### src/rtl/mips_pkg.sv
// Shared constants and the ID/EX control bundle for the 16-bit MIPS-style pipeline.
package mips_pkg;

  localparam int DATA_W  = 16;
  localparam int REG_W   = 3;
  localparam int OP_W    = 3;
  localparam int ALUOP_W = 2;

  typedef struct packed {
    logic               regDst;
    logic               ALUSrc;
    logic               memtoReg;
    logic               regWrite;
    logic               memRead;
    logic               memWrite;
    logic               branch;
    logic [ALUOP_W-1:0] ALUOp;
    logic [OP_W-1:0]    opCode;
  } ctrl_t;

  // All-zero control: no register write, no memory access.
  localparam ctrl_t CTRL_NOP = '0;

endpackage

### src/rtl/reg_id_ex_if.sv
// Decode-to-execute bus of the ID/EX register; flush exists only with REG_ID_EX_FLUSH_EN.
interface reg_id_ex_if;
  import mips_pkg::*;

  logic                   hit;
`ifdef REG_ID_EX_FLUSH_EN
  logic                   flush;
`endif
  logic [DATA_W-1:0]      nextinst;
  logic                   regDst;
  logic                   ALUSrc;
  logic                   memtoReg;
  logic                   regWrite;
  logic                   memRead;
  logic                   memWrite;
  logic                   branch;
  logic [ALUOP_W-1:0]     ALUOp;
  logic [OP_W-1:0]        opCode;
  logic [DATA_W-1:0]      readData1;
  logic [DATA_W-1:0]      readData2;
  logic [DATA_W-1:0]      signExtend;
  logic [REG_W-1:0]       rt;
  logic [REG_W-1:0]       rd;

  logic [DATA_W-1:0]      nextinstOut;
  logic                   regDstOut;
  logic                   ALUSrcOut;
  logic                   memtoRegOut;
  logic                   regWriteOut;
  logic                   memReadOut;
  logic                   memWriteOut;
  logic                   branchOut;
  logic [ALUOP_W-1:0]     ALUOpOut;
  logic [OP_W-1:0]        opCodeOut;
  logic [DATA_W-1:0]      readData1Out;
  logic [DATA_W-1:0]      readData2Out;
  logic [DATA_W-1:0]      signExtendOut;
  logic [REG_W-1:0]       rtOut;
  logic [REG_W-1:0]       rdOut;

  modport master (
    output hit,
`ifdef REG_ID_EX_FLUSH_EN
    output flush,
`endif
    output nextinst, regDst, ALUSrc, memtoReg, regWrite, memRead, memWrite, branch,
    output ALUOp, opCode, readData1, readData2, signExtend, rt, rd,
    input  nextinstOut, regDstOut, ALUSrcOut, memtoRegOut, regWriteOut, memReadOut,
    input  memWriteOut, branchOut, ALUOpOut, opCodeOut, readData1Out, readData2Out,
    input  signExtendOut, rtOut, rdOut
  );

  modport slave (
    input  hit,
`ifdef REG_ID_EX_FLUSH_EN
    input  flush,
`endif
    input  nextinst, regDst, ALUSrc, memtoReg, regWrite, memRead, memWrite, branch,
    input  ALUOp, opCode, readData1, readData2, signExtend, rt, rd,
    output nextinstOut, regDstOut, ALUSrcOut, memtoRegOut, regWriteOut, memReadOut,
    output memWriteOut, branchOut, ALUOpOut, opCodeOut, readData1Out, readData2Out,
    output signExtendOut, rtOut, rdOut
  );

endinterface

### src/rtl/pipe_field.sv
// Parameterized-width enable register with synchronous active-low clear (clear wins over enable).
module pipe_field #(
  parameter int           W       = 1,
  parameter logic [W-1:0] CLR_VAL = '0
) (
  input  logic         clk,
  input  logic         clr_n_i,
  input  logic         en_i,
  input  logic [W-1:0] d_i,
  output logic [W-1:0] q_o
);

  logic [W-1:0] q_d;
  logic [W-1:0] q_q;

  // Next state: load on enable, otherwise hold.
  always_comb begin
    q_d = q_q;
    if (en_i) begin
      q_d = d_i;
    end else begin
      q_d = q_q;
    end
  end

  // State register with synchronous clear.
  always_ff @(posedge clk) begin
    if (!clr_n_i) begin
      q_q <= CLR_VAL;
    end else begin
      q_q <= q_d;
    end
  end

  assign q_o = q_q;

endmodule

### src/rtl/reg_id_ex.sv
// ID/EX pipeline register: captures decode results while hit=1, holds on stall.
// Optional bubble insertion through the flush port when REG_ID_EX_FLUSH_EN is defined.
module reg_id_ex
  import mips_pkg::*;
(
  input logic        clk,
  input logic        rst_n,
  reg_id_ex_if.slave bus
);

  ctrl_t ctrl_in;
  ctrl_t ctrl_out;
  logic  ctrl_clr_n;

  assign ctrl_in = {bus.regDst, bus.ALUSrc, bus.memtoReg, bus.regWrite, bus.memRead,
                    bus.memWrite, bus.branch, bus.ALUOp, bus.opCode};

  // A flush squashes only the control bundle; data follows hit as usual.
`ifdef REG_ID_EX_FLUSH_EN
  assign ctrl_clr_n = rst_n & ~bus.flush;
`else
  assign ctrl_clr_n = rst_n;
`endif

  pipe_field #(.W($bits(ctrl_t)), .CLR_VAL(CTRL_NOP)) u_ctrl (
    .clk(clk), .clr_n_i(ctrl_clr_n), .en_i(bus.hit), .d_i(ctrl_in), .q_o(ctrl_out)
  );

  pipe_field #(.W(DATA_W)) u_nextinst (
    .clk(clk), .clr_n_i(rst_n), .en_i(bus.hit), .d_i(bus.nextinst), .q_o(bus.nextinstOut)
  );

  pipe_field #(.W(DATA_W)) u_read_data1 (
    .clk(clk), .clr_n_i(rst_n), .en_i(bus.hit), .d_i(bus.readData1), .q_o(bus.readData1Out)
  );

  pipe_field #(.W(DATA_W)) u_read_data2 (
    .clk(clk), .clr_n_i(rst_n), .en_i(bus.hit), .d_i(bus.readData2), .q_o(bus.readData2Out)
  );

  pipe_field #(.W(DATA_W)) u_sign_extend (
    .clk(clk), .clr_n_i(rst_n), .en_i(bus.hit), .d_i(bus.signExtend), .q_o(bus.signExtendOut)
  );

  pipe_field #(.W(REG_W)) u_rt (
    .clk(clk), .clr_n_i(rst_n), .en_i(bus.hit), .d_i(bus.rt), .q_o(bus.rtOut)
  );

  pipe_field #(.W(REG_W)) u_rd (
    .clk(clk), .clr_n_i(rst_n), .en_i(bus.hit), .d_i(bus.rd), .q_o(bus.rdOut)
  );

  assign bus.regDstOut   = ctrl_out.regDst;
  assign bus.ALUSrcOut   = ctrl_out.ALUSrc;
  assign bus.memtoRegOut = ctrl_out.memtoReg;
  assign bus.regWriteOut = ctrl_out.regWrite;
  assign bus.memReadOut  = ctrl_out.memRead;
  assign bus.memWriteOut = ctrl_out.memWrite;
  assign bus.branchOut   = ctrl_out.branch;
  assign bus.ALUOpOut    = ctrl_out.ALUOp;
  assign bus.opCodeOut   = ctrl_out.opCode;

endmodule

### src/flat_wrapper.sv
// flat-port wrapper written by rule: the top's interface ports become plain ports
module reg_id_ex_flat import mips_pkg::*;
  (clk, rst_n, bus_hit, bus_nextinst, bus_regDst, bus_ALUSrc, bus_memtoReg, bus_regWrite, bus_memRead, bus_memWrite, bus_branch, bus_ALUOp, bus_opCode, bus_readData1, bus_readData2, bus_signExtend, bus_rt, bus_rd, bus_nextinstOut, bus_regDstOut, bus_ALUSrcOut, bus_memtoRegOut, bus_regWriteOut, bus_memReadOut, bus_memWriteOut, bus_branchOut, bus_ALUOpOut, bus_opCodeOut, bus_readData1Out, bus_readData2Out, bus_signExtendOut, bus_rtOut, bus_rdOut);
  reg_id_ex_if bus_i ();
  input logic clk;
  input logic rst_n;
  input wire logic [$bits(bus_i.hit)-1:0] bus_hit;
  input wire logic [$bits(bus_i.nextinst)-1:0] bus_nextinst;
  input wire logic [$bits(bus_i.regDst)-1:0] bus_regDst;
  input wire logic [$bits(bus_i.ALUSrc)-1:0] bus_ALUSrc;
  input wire logic [$bits(bus_i.memtoReg)-1:0] bus_memtoReg;
  input wire logic [$bits(bus_i.regWrite)-1:0] bus_regWrite;
  input wire logic [$bits(bus_i.memRead)-1:0] bus_memRead;
  input wire logic [$bits(bus_i.memWrite)-1:0] bus_memWrite;
  input wire logic [$bits(bus_i.branch)-1:0] bus_branch;
  input wire logic [$bits(bus_i.ALUOp)-1:0] bus_ALUOp;
  input wire logic [$bits(bus_i.opCode)-1:0] bus_opCode;
  input wire logic [$bits(bus_i.readData1)-1:0] bus_readData1;
  input wire logic [$bits(bus_i.readData2)-1:0] bus_readData2;
  input wire logic [$bits(bus_i.signExtend)-1:0] bus_signExtend;
  input wire logic [$bits(bus_i.rt)-1:0] bus_rt;
  input wire logic [$bits(bus_i.rd)-1:0] bus_rd;
  output wire logic [$bits(bus_i.nextinstOut)-1:0] bus_nextinstOut;
  output wire logic [$bits(bus_i.regDstOut)-1:0] bus_regDstOut;
  output wire logic [$bits(bus_i.ALUSrcOut)-1:0] bus_ALUSrcOut;
  output wire logic [$bits(bus_i.memtoRegOut)-1:0] bus_memtoRegOut;
  output wire logic [$bits(bus_i.regWriteOut)-1:0] bus_regWriteOut;
  output wire logic [$bits(bus_i.memReadOut)-1:0] bus_memReadOut;
  output wire logic [$bits(bus_i.memWriteOut)-1:0] bus_memWriteOut;
  output wire logic [$bits(bus_i.branchOut)-1:0] bus_branchOut;
  output wire logic [$bits(bus_i.ALUOpOut)-1:0] bus_ALUOpOut;
  output wire logic [$bits(bus_i.opCodeOut)-1:0] bus_opCodeOut;
  output wire logic [$bits(bus_i.readData1Out)-1:0] bus_readData1Out;
  output wire logic [$bits(bus_i.readData2Out)-1:0] bus_readData2Out;
  output wire logic [$bits(bus_i.signExtendOut)-1:0] bus_signExtendOut;
  output wire logic [$bits(bus_i.rtOut)-1:0] bus_rtOut;
  output wire logic [$bits(bus_i.rdOut)-1:0] bus_rdOut;
  assign bus_i.hit = bus_hit;
  assign bus_i.nextinst = bus_nextinst;
  assign bus_i.regDst = bus_regDst;
  assign bus_i.ALUSrc = bus_ALUSrc;
  assign bus_i.memtoReg = bus_memtoReg;
  assign bus_i.regWrite = bus_regWrite;
  assign bus_i.memRead = bus_memRead;
  assign bus_i.memWrite = bus_memWrite;
  assign bus_i.branch = bus_branch;
  assign bus_i.ALUOp = bus_ALUOp;
  assign bus_i.opCode = bus_opCode;
  assign bus_i.readData1 = bus_readData1;
  assign bus_i.readData2 = bus_readData2;
  assign bus_i.signExtend = bus_signExtend;
  assign bus_i.rt = bus_rt;
  assign bus_i.rd = bus_rd;
  assign bus_nextinstOut = bus_i.nextinstOut;
  assign bus_regDstOut = bus_i.regDstOut;
  assign bus_ALUSrcOut = bus_i.ALUSrcOut;
  assign bus_memtoRegOut = bus_i.memtoRegOut;
  assign bus_regWriteOut = bus_i.regWriteOut;
  assign bus_memReadOut = bus_i.memReadOut;
  assign bus_memWriteOut = bus_i.memWriteOut;
  assign bus_branchOut = bus_i.branchOut;
  assign bus_ALUOpOut = bus_i.ALUOpOut;
  assign bus_opCodeOut = bus_i.opCodeOut;
  assign bus_readData1Out = bus_i.readData1Out;
  assign bus_readData2Out = bus_i.readData2Out;
  assign bus_signExtendOut = bus_i.signExtendOut;
  assign bus_rtOut = bus_i.rtOut;
  assign bus_rdOut = bus_i.rdOut;
  reg_id_ex u_core (.clk(clk), .rst_n(rst_n), .bus(bus_i));
endmodule
### config.mk
export PLATFORM = sky130hd
export DESIGN_NAME = reg_id_ex_flat
export DESIGN_NICKNAME = d
export VERILOG_FILES = /design/src/rtl/mips_pkg.sv /design/src/rtl/reg_id_ex_if.sv /design/src/rtl/pipe_field.sv /design/src/rtl/reg_id_ex.sv /design/src/flat_wrapper.sv
export SDC_FILE = /design/constraint.sdc
export NUM_CORES = 1
export LEC_CHECK = 0
export BUFFER_PORTS_ARGS = -buffer_cell sky130_fd_sc_hd__buf_2
export CORE_ASPECT_RATIO = 0.7
export CORE_MARGIN = 1.5
export CORE_UTILIZATION = 44
export DETAILED_ROUTE_END_ITERATION = 8
export PLACE_DENSITY = 0.79
export SLEW_MARGIN = 20
export SYNTH_ARGS = -nofsm -noshare
export SYNTH_HDL_FRONTEND = slang
export SYNTH_HIERARCHICAL = 1
export SYNTH_SLANG_ARGS = --single-unit
### constraint.sdc
create_clock -name clk -period 1.1 [get_ports clk]
set_input_delay 0.275 -clock clk [delete_from_list [all_inputs] [get_ports clk]]
set_output_delay 0.275 -clock clk [all_outputs]
set_load 0.01 [all_outputs]
Word-level counts from Yosys, hierarchy flattened
Cells that the tools add are included.

Flip-flop bits (word level): 82. Input port bits: 85. Output and inout bits: 82. Word-level logic and storage cells: 7.

Depth between registers and ports, before layout
Depth after elaboration: 0. Gate-level depth with buffers: 4. Gate-level depth less buffers: 2.

By module
Netlist, hierarchy kept.

By module, submodules not included: pipe_field at u_core.u_nextinst ... (times used 4, cells each 51, area an instance 615.6 um2, seq. area each 320.3 um2); pipe_field at u_core.u_ctrl (times used 1, cells each 38, area an instance 450.4 um2, seq. area each 240.2 um2); pipe_field at u_core.u_rd ... (times used 2, cells each 9, area an instance 108.9 um2, seq. area each 60.1 um2).

Worst setup path after synthesis
Ideal clock, no wire load.

Path kind: in2reg. Start: input port bus_hit. End: register u_core.u_nextinst.q_q[10], in the netlist u_core/u_nextinst/q_o[10]. Library setup time: 0.116 ns. Data arrival time: 0.747 ns. Data required time: 0.984 ns. Path slack: 0.237 ns. Cell stages on the path: 4. Cells stage by stage: buf_6 buf_12 mux2i_1 nor2b_1.

RTL lines: start, declared (RTL line flat_wrapper.sv:7) `input wire logic [$bits(bus_i.hit)-1:0] bus_hit;`; end signal, assigned (RTL line pipe_field.sv:31) `q_q <= q_d;`; end, declared (RTL line pipe_field.sv:14) `logic [W-1:0] q_q;`.

Worst setup path after layout
Start: register u_core.u_ctrl.q_q[8], in the netlist u_core/u_ctrl/q_o[8]. End: output port bus_regWriteOut.

RTL lines: start, declared (RTL line pipe_field.sv:14); start signal, assigned (RTL line pipe_field.sv:31); end, declared (RTL line flat_wrapper.sv:27) `output wire logic [$bits(bus_i.regWriteOut)-1:0] bus_regWriteOut;`.

No word-level cell between the ends.

==> key figures <==
STA
  – Skew final: 0 ns
  – Fin crit share: 97.1%
  – Post-route setup TNS: 0 ns
  – WHS: 0.187 ns
  – FMAX: 936 MHz
  – Final setup fails: 0
  – Slew Limit Fails: 0
  – RSZ-0062 raised after global routing: true
  – Slew HR: 86.8%
  – Period minus WS final: 1.07 ns
  – Slew @ Worst Pin: 0.192 ns
  – Final Hold Viols: 0

Critical path
  – Crit path max-delay cell type: dfxtp_2
  – Cells along the critical path: buf_6
  – Worst EP required: 0.82 ns
  – Crit-path leading delay family: flip-flops
  – Buffers & Inverters on Critical Path: 1
  – Max FO, Critical Path: 2
  – Crit path DAT: 0.79 ns
  – Startpoint Class: flip-flop
  – Max incr delay on CP: 0.35 ns
  – Endpoint class of the critical path: output port
  – Crit Path Category: flip-flop to output port

Floorplanning
  – Initial Util: 45.9%
  – Core area: 6820 um2
  – Row Count: 25
  – Number of I/O pins: 167
  – Die Area: 7640 um2
  – Die width: 104 um
  – Die Ht: 73.6 um

Global route
  – Grt ovf: 0
  – Initial antenna violation count: 0
  – Gr usage total: 17.1%
  – Global-route wire length before repair: 10300 um
  – Largest net degree at the start of global routing: 45
  – Vias in the first global route: 2250

Placed design
  – Placed inst area: 4040 um2
  – Placed cell count: 514
  – Gpl congestion: 0.768
  – HPWL Detailed: 4790 um
  – IO buf count: 166

Clock tree
  – CTS buffer count: 9
  – Root buf cell: clkbuf_8
  – Clk buf depth: 2
  – H-tree depth: 3
  – Cts hold-fix bufs: 0
  – Clock sink count: 82
  – Clock slew seen by the registers of the worst setup and hold paths: 0.09 ns
  – Worst-Skew Late Latency: 0.33 ns
  – CTS tree: done

Yosys
  – Syn Nets: 345
  – Flops & latches, synth: 82
  – Netlist Area Pre-Place: 3130 um2
  – Synth cell types: 6
  – Total of warnings raised by yosys: 6
  – Gate Count Post-Synth: 260
  – Seq/Total Area, Yosys: 52.4%
  – Mean post-synth cell area: 12.0 um2

Pwr
  – Combinational share of power: 15.4%
  – Seq pwr share: 47.9%
  – Internal power: 5.33 mW
  – Peak supply drop: 967 uV
  – Sw frac: 22.7%
  – Clock power share: 36.7%
  – Power density cells: 1430 nW/um2
  – Net Switching: 1.56 mW
  – Leak: 2.33 nW

Detailed routing
  – DR iter-0 viols: 43
  – WL final: 7390 um
  – DR pass1 iterations: 3
  – Vias/cell: 4.59
  – Via count: 2446
  – Detail Route Antenna Nets: 0
  – DRC: 0
  – WL/cell: 13.9 um

Final layout
  – Nets: 519
  – Commonest non-fill, non-tap cells in the layout: buf_2, mux2i_1, nor2b_1, dfxtp_2, buf_6
  – Area Growth Syn to Fin: 53.8%
  – Share of post-route cells with drive strength above 1: 62.2%
  – Non-Filler Instances: 533
  – Post-layout util: 70.6%
  – # diodes: 0
  – Post-route cell area: 4810 um2
  – Most common cell after layout, fill and taps aside: buf_2

Outcome
  – Status: complete, no violations

Worst hold path
  – Hold WC Path Type: input port to flip-flop

Flow run
  – Max_cap viols: 0
per-layer routing:
metal	up-vias	part of all wire [%]	global-route usage [%]
li1	1206	-	-
met1	1131	42	20.5
met2	101	49	28.0
met3	8	7.7	7.54
met4	0	0.78	5.56
met5	-	0	0
timing repair:
item                                    4_1_cts  5_1_grt
setup buffers                                 0        3
gates resized for setup                      33      118
endpoints found under the setup margin       32       80
path summary, 6_finish.rpt:
path              slack (ns)                     endpoint                         from  cells after the start
setup / recovery        0.03              bus_regWriteOut         u_core/u_ctrl/q_o[8]                      1
hold / removal          0.19        u_core/u_ctrl/q_o[10]                   bus_ALUSrc                      3
setup reg to reg        0.32  u_core/u_sign_extend/q_o[5]  u_core/u_sign_extend/q_o[5]                      3
hold reg to reg         0.51           u_core/u_rd/q_o[1]           u_core/u_rd/q_o[1]                      2
cells by family (layout without fill, tap and decap cells):
| group | Yosys count | in the layout | synth area share (%) |
|---|---|---|---|
| buffers and inverters | 14 | 193 | 4.96 |
| DFF | 82 | 82 | 52.4 |
| and+or+nand+nor | 82 | 82 | 16.4 |
| muxes | 82 | 82 | 26.2 |
sequential cells by signal, indices dropped and copies added, names as in the netlist:
register,flops
u_core/u_ctrl/q_o,12
u_core/u_sign_extend/q_o,16
u_core/u_nextinst/q_o,16
u_core/u_read_data1/q_o,16
u_core/u_rd/q_o,3
u_core/u_read_data2/q_o,16
u_core/u_rt/q_o,3
cell usage after synthesis:
| library cell | count | area, um2 |
|---|---|---|
| buf_12 | 4 | 80.1 |
| buf_6 | 5 | 56.3 |
| clkbuf_1 | 5 | 18.8 |
| dfxtp_1 | 82 | 1640 |
| mux2i_1 | 82 | 821 |
| nor2b_1 | 82 | 513 |
metrics by stage:
stage | setup slack [ns] | power (mW)
floorplan | 0.237 | 3.79
global placement | 0.0163 | 4.16
detailed placement | -0.0363 | 4.18
CTS | 0.0000313 | 6.73
global route | -0.0127 | 7.19
finish | 0.0321 | 6.89
power groups by stage:
stage                     Sequential (mW)  Clock, mW  Combinational (mW)
after floorplan                      3.38          0               0.410
after global placement               3.29          0               0.867
after detailed placement             3.30          0               0.889
after CTS                            3.24       2.60               0.893
after global routing                 3.32       2.72                1.14
final                                3.30       2.53                1.06
layout make-up:
class | instances | area (um2)
Tap cell | 94 | 118
Clock buffer | 11 | 131
Fill cell | 518 | 2000
Clock inverter | 5 | 103
Multi-Input combinational cell | 164 | 1330
Timing Repair Buffer | 177 | 1390
Sequential cell | 82 | 1740
No activity file was read; power rests on OpenSTA's default activity.
